==> config.mk <==
export PLATFORM = sky130hd
export DESIGN_NAME = alu_result_writeback
export DESIGN_NICKNAME = d
export VERILOG_FILES = /design/src/rtl/alu_result_writeback.sv
export SDC_FILE = /design/constraint.sdc
export NUM_CORES = 2
export LEC_CHECK = 0
export CORE_AREA = 2 2 427 429
export DETAILED_ROUTE_END_ITERATION = 10
export DIE_AREA = 0 0 429 431
export HOLD_SLACK_MARGIN = 0.05
export PLACE_DENSITY = 0.6
export SLEW_MARGIN = 25
export SYNTH_ARGS = -nofsm -noshare
export SYNTH_HDL_FRONTEND = slang
export SYNTH_HIERARCHICAL = 1
export SYNTH_SLANG_ARGS = --single-unit
==> constraint.sdc <==
create_clock -name i_clk -period 5 [get_ports i_clk]
set_input_delay 1.25 -clock i_clk [delete_from_list [all_inputs] [get_ports i_clk]]
set_output_delay 1.25 -clock i_clk [all_outputs]
set_load 0.02 [all_outputs]
==> src/rtl/alu_result_writeback.sv <==
// Drains one captured vector ALU result to a 32-bit write port, one word per handshake.
// NARROW mode saturates each lane to OUT_W bits; WIDE mode emits each lane as low then high word.

module alu_wb_lane_sat #(
    parameter int LANE_W = 64,
    parameter int OUT_W  = 32
) (
    input  logic [LANE_W-1:0] i_lane,
    output logic [OUT_W-1:0]  o_word,
    output logic              o_sat
);
    // Signed OUT_W range limits, sign-extended to the full lane width.
    localparam logic signed [LANE_W-1:0] MAXV = {{(LANE_W-OUT_W+1){1'b0}}, {(OUT_W-1){1'b1}}};
    localparam logic signed [LANE_W-1:0] MINV = {{(LANE_W-OUT_W+1){1'b1}}, {(OUT_W-1){1'b0}}};

    logic signed [LANE_W-1:0] w_val;
    assign w_val = $signed(i_lane);

    always_comb begin
        o_word = i_lane[OUT_W-1:0];
        o_sat  = 1'b0;
        if (w_val > MAXV) begin
            o_word = {1'b0, {(OUT_W-1){1'b1}}};
            o_sat  = 1'b1;
        end else if (w_val < MINV) begin
            o_word = {1'b1, {(OUT_W-1){1'b0}}};
            o_sat  = 1'b1;
        end
    end
endmodule

module alu_result_writeback #(
    parameter int LANES  = 16,
    parameter int LANE_W = 64,
    parameter int OUT_W  = 32,
    parameter int ADDR_W = 8
) (
    input  logic                    i_clk,
    input  logic                    i_rst,
    input  logic                    i_start,
    input  logic                    i_wide,
    input  logic [ADDR_W-1:0]       i_base_addr,
    input  logic [LANES*LANE_W-1:0] i_alu_result,
    output logic                    o_wr_valid,
    input  logic                    i_wr_ready,
    output logic [ADDR_W-1:0]       o_wr_addr,
    output logic [OUT_W-1:0]        o_wr_data,
    output logic                    o_busy,
    output logic                    o_done,
    output logic [4:0]              o_sat_count
);
    localparam int IDX_W      = $clog2(2*LANES);
    localparam int LANE_IDX_W = $clog2(LANES);

    typedef enum logic [1:0] {S_IDLE, S_WRITE, S_DONE} state_t;

    state_t                   r_state, w_next;
    logic [LANES*LANE_W-1:0]  r_result;
    logic                     r_wide;
    logic [ADDR_W-1:0]        r_base;
    logic [IDX_W-1:0]         r_idx;
    logic [4:0]               r_sat_count;

    logic [LANES-1:0][OUT_W-1:0] w_sat_word;
    logic [LANES-1:0]            w_sat_flag;
    logic [LANE_IDX_W-1:0]       w_lane;
    logic [OUT_W-1:0]            w_wide_word;
    logic                        w_write;
    logic                        w_fire;
    logic                        w_last;

    // Saturation runs off the captured copy only, so live input changes never leak in.
    for (genvar g = 0; g < LANES; g++) begin : g_lane
        alu_wb_lane_sat #(.LANE_W(LANE_W), .OUT_W(OUT_W)) u_sat (
            .i_lane (r_result[g*LANE_W +: LANE_W]),
            .o_word (w_sat_word[g]),
            .o_sat  (w_sat_flag[g])
        );
    end

    assign w_write     = (r_state == S_WRITE);
    assign w_fire      = w_write & i_wr_ready;
    assign w_lane      = r_idx[LANE_IDX_W-1:0];
    // Lane is exactly two words, so the WIDE word index maps straight onto the flat vector.
    assign w_wide_word = r_result[r_idx*OUT_W +: OUT_W];
    assign w_last      = r_wide ? (r_idx == IDX_W'(2*LANES-1)) : (r_idx == IDX_W'(LANES-1));

    always_ff @(posedge i_clk) begin
        if (i_rst) r_state <= S_IDLE;
        else       r_state <= w_next;
    end

    always_comb begin
        w_next = r_state;
        case (r_state)
            S_IDLE:  if (i_start) w_next = S_WRITE;
            S_WRITE: if (w_fire && w_last) w_next = S_DONE;
            S_DONE:  w_next = S_IDLE;
            default: w_next = S_IDLE;
        endcase
    end

    always_ff @(posedge i_clk) begin
        if (i_rst) begin
            r_result    <= '0;
            r_wide      <= 1'b0;
            r_base      <= '0;
            r_idx       <= '0;
            r_sat_count <= '0;
        end else begin
            case (r_state)
                S_IDLE: begin
                    if (i_start) begin
                        r_result    <= i_alu_result;
                        r_wide      <= i_wide;
                        r_base      <= i_base_addr;
                        r_idx       <= '0;
                        r_sat_count <= '0;
                    end
                end
                S_WRITE: begin
                    if (w_fire) begin
                        r_idx <= r_idx + IDX_W'(1);
                        if (!r_wide && w_sat_flag[w_lane])
                            r_sat_count <= r_sat_count + 5'd1;
                    end
                end
                default: ;
            endcase
        end
    end

    // Outputs depend only on registered state, never on i_wr_ready.
    assign o_wr_valid  = w_write;
    assign o_wr_addr   = w_write ? r_base + ADDR_W'(r_idx) : '0;
    assign o_wr_data   = w_write ? (r_wide ? w_wide_word : w_sat_word[w_lane]) : '0;
    assign o_busy      = (r_state == S_WRITE) || (r_state == S_DONE);
    assign o_done      = (r_state == S_DONE);
    assign o_sat_count = r_sat_count;
endmodule

==> metrics.txt <==
Post-synth EDFFs 0; Crit path required time 3.75 ns; Synth Register Bits 1045; antenna-violating nets left 0; Syn Inst Count 7046; CTS buffer count 117; YS warnings 6; crit path DAT 4.08 ns; FFs w/ async S/R, synth 0%; crit path kind reg2out; Initial Utilization 33.3%; die height 431 um; Slew @ Worst Pin 1.12 ns; largest area contributor in the netlist dfxtp_1; Max Cap Viol 0; share of post-route cells with drive strength above 1 16.7%; Leak 28.4 nW; Core ar. 180000 um2; register area share after synthesis 34.9%; unrepaired setup endpoints after global routing yes; CTS tree built; max-slew violations 0; top post-synthesis cells by area dfxtp_1 (35%), mux4_2 (14%), nand2_1 (13%); worst ir drop on vdd 0.276 mV; RePlAce Congestion 1.04; clock latency on the worst-skew pair 0.81 ns; top cell type's share of synthesized area 34.9%; DP Worst Slack 0.165 ns; pwr dens 361 nW/um2; hold buffer count at CTS 0; CTS clock-pin slew for the worst setup and hold paths 0.07 ns; Cell Area, Synth 60000 um2; final setup fails 32; routed length per instance 34.9 um; fin util 44.7%; vias in the first global route 59734; first-pass GRT wire length 487000 um; syn avg cell area 8.52 um2; Die ar. 185000 um2; startpoint types flop; Slew headroom 25.4%; setup slack after layout -0.326 ns; WHS 0.483 ns; skew final 0.0400 ns; CTS Root Buffer Type clkbuf_16; Congestion Overflow GR 0; CP max FO 15; 1st-pass router iterations 9; Main synth FF type dfxtp_1; syn_nets 8094; CP endpoint kind output port; # nets final 9014; status finished, violations left; DRC 0; IO buf count 1084; Area Growth Syn to Fin 34.2%; final hold vios 0; CTS Sinks 1045; minimum clock period 5.33 ns; Longest Clk Path Bufs 3; dpl hpwl 287000 um; Final period util 107%; H-Tree Depth 3; violated checks setup timing; Total GRT Usage 37.5%; Die Width 429 um; post-synth cell types 52; Total Wirelength 365000 um; Max Clk Rate 0.188 GHz; row count 156; io pins 1085; vias per cell 6.11; Hold Path Class reg2reg; initial DRC count 8352; fill cell count 17895; antenna violations before repair 44; Via Count 63833; pin count of the biggest net entering global routing 164
==> routing by layer <==
metal,GRT usage [%],vias to the layer above,wire length (um)
li1,-,27133,-
met1,45.8,31728,137000
met2,59.3,4014,165000
met3,6.92,940,31500
met4,27.5,18,31900
met5,0,-,143
==> what timing repair did <==
action,4_1_cts,5_1_grt
setup buffers,8,14
pin swaps,72,49
resized for setup,305,109
endpoints found under the setup margin,32,34
gates cloned,9,6
==> registers in the layout, indices dropped and copies added, names as in the netlist <==
name	flops
r_wide	1
r_base	8
r_result	1024
r_state	2
o_sat_count	5
r_idx	5
==> worst paths after layout <==
path	start	to	slack [ns]	cells after the start
setup reg to reg	r_result[753]	o_sat_count[2]	1.57	11
hold / removal	r_result[280]	r_result[280]	0.48	2
setup / recovery	r_result[499]	o_wr_data[7]	-0.33	9
hold reg to reg	r_result[280]	r_result[280]	0.48	2
==> cells in the mapped netlist (all sizes together), types with 16 or more instances <==
| cell | instances |
|---|---|
| o211a | 496 |
| nand2 | 2082 |
| a21oi | 1099 |
| mux4 | 385 |
| a22o | 27 |
| nand4 | 162 |
| or4 | 35 |
| a221o | 32 |
| clkbuf | 391 |
| a22oi | 49 |
| buf | 271 |
| a21boi | 16 |
| a221oi | 27 |
| nor4 | 112 |
| or3 | 38 |
| o21ai | 55 |
| nor2 | 53 |
| mux2i | 68 |
| dfxtp | 1045 |
| nand2b | 503 |
==> through the flow <==
stage	power [mW]	cells	setup TNS, ns	instance area [um2]
after floorplan	14.5	7046	0	60000
after global placement	19.0	10184	0	74100
after detailed placement	19.0	10184	0	74100
after CTS	28.7	10419	-7.54	79800
after global routing	29.7	10449	-9.32	80500
final	29.0	10455	-8.26	80500
==> final cells by class <==
type	instances	area, um2	share of cell area, %
multi-input cells	5331	37100	46.0
flip-flops and latches	1045	21100	26.2
repair buffers	1463	15100	18.8
clock buffers	161	3310	4.12
well taps	2370	2970	3.68
clock inverters	57	838	1.04
diodes	20	50.0	0.0622
inverters	8	30.0	0.0373
==> kinds of logic after synthesis <==
| group | after synthesis | synth area share [%] |
|---|---|---|
| AO/OA/AOI/OAI | 1841 | 20.6 |
| flip-flops | 1045 | 34.9 |
| AND/OR/NAND/NOR | 3014 | 22.7 |
| buffers and inverters | 670 | 5.71 |
| XOR/XNOR | 3 | 0.0438 |
| multiplexers | 462 | 15.8 |
| adder cells (fa/ha/maj) | 11 | 0.242 |
==> critical path, cell delays in order (launching register included) <==
cell	delay (ns)
dfxtp_4	0.35
nor4_2	0.26
nand4_1	0.19
or3_4	0.45
clkbuf_16	0.23
o211a_1	0.22
mux4_2	0.59
mux4_2	0.52
a22o_4	0.31
buf_6	0.15
==> placed cells by master (no fill, tap or decap), types with 23 or more instances in the layout <==
master	count
nand2_1	2081
a21oi_1	1081
clkdlybuf4s50_1	1051
dfxtp_1	930
nand2b_1	503
o211a_1	474
mux4_2	385
buf_4	281
nand4_1	162
clkbuf_16	122
buf_12	95
dfxtp_2	95
nor4_2	65
nor2_1	51
mux2i_1	47
a22oi_1	41
or4_1	34
a221o_1	29
nor4_1	24
nor4_4	23
==> report_power, final <==
part | switching, mW | internal [mW]
sequential | 1.57 | 9.16
combinational | 5.00 | 3.96
clock | 3.96 | 5.40
total | 10.5 | 18.5
Power figures use the tool's default switching activity.
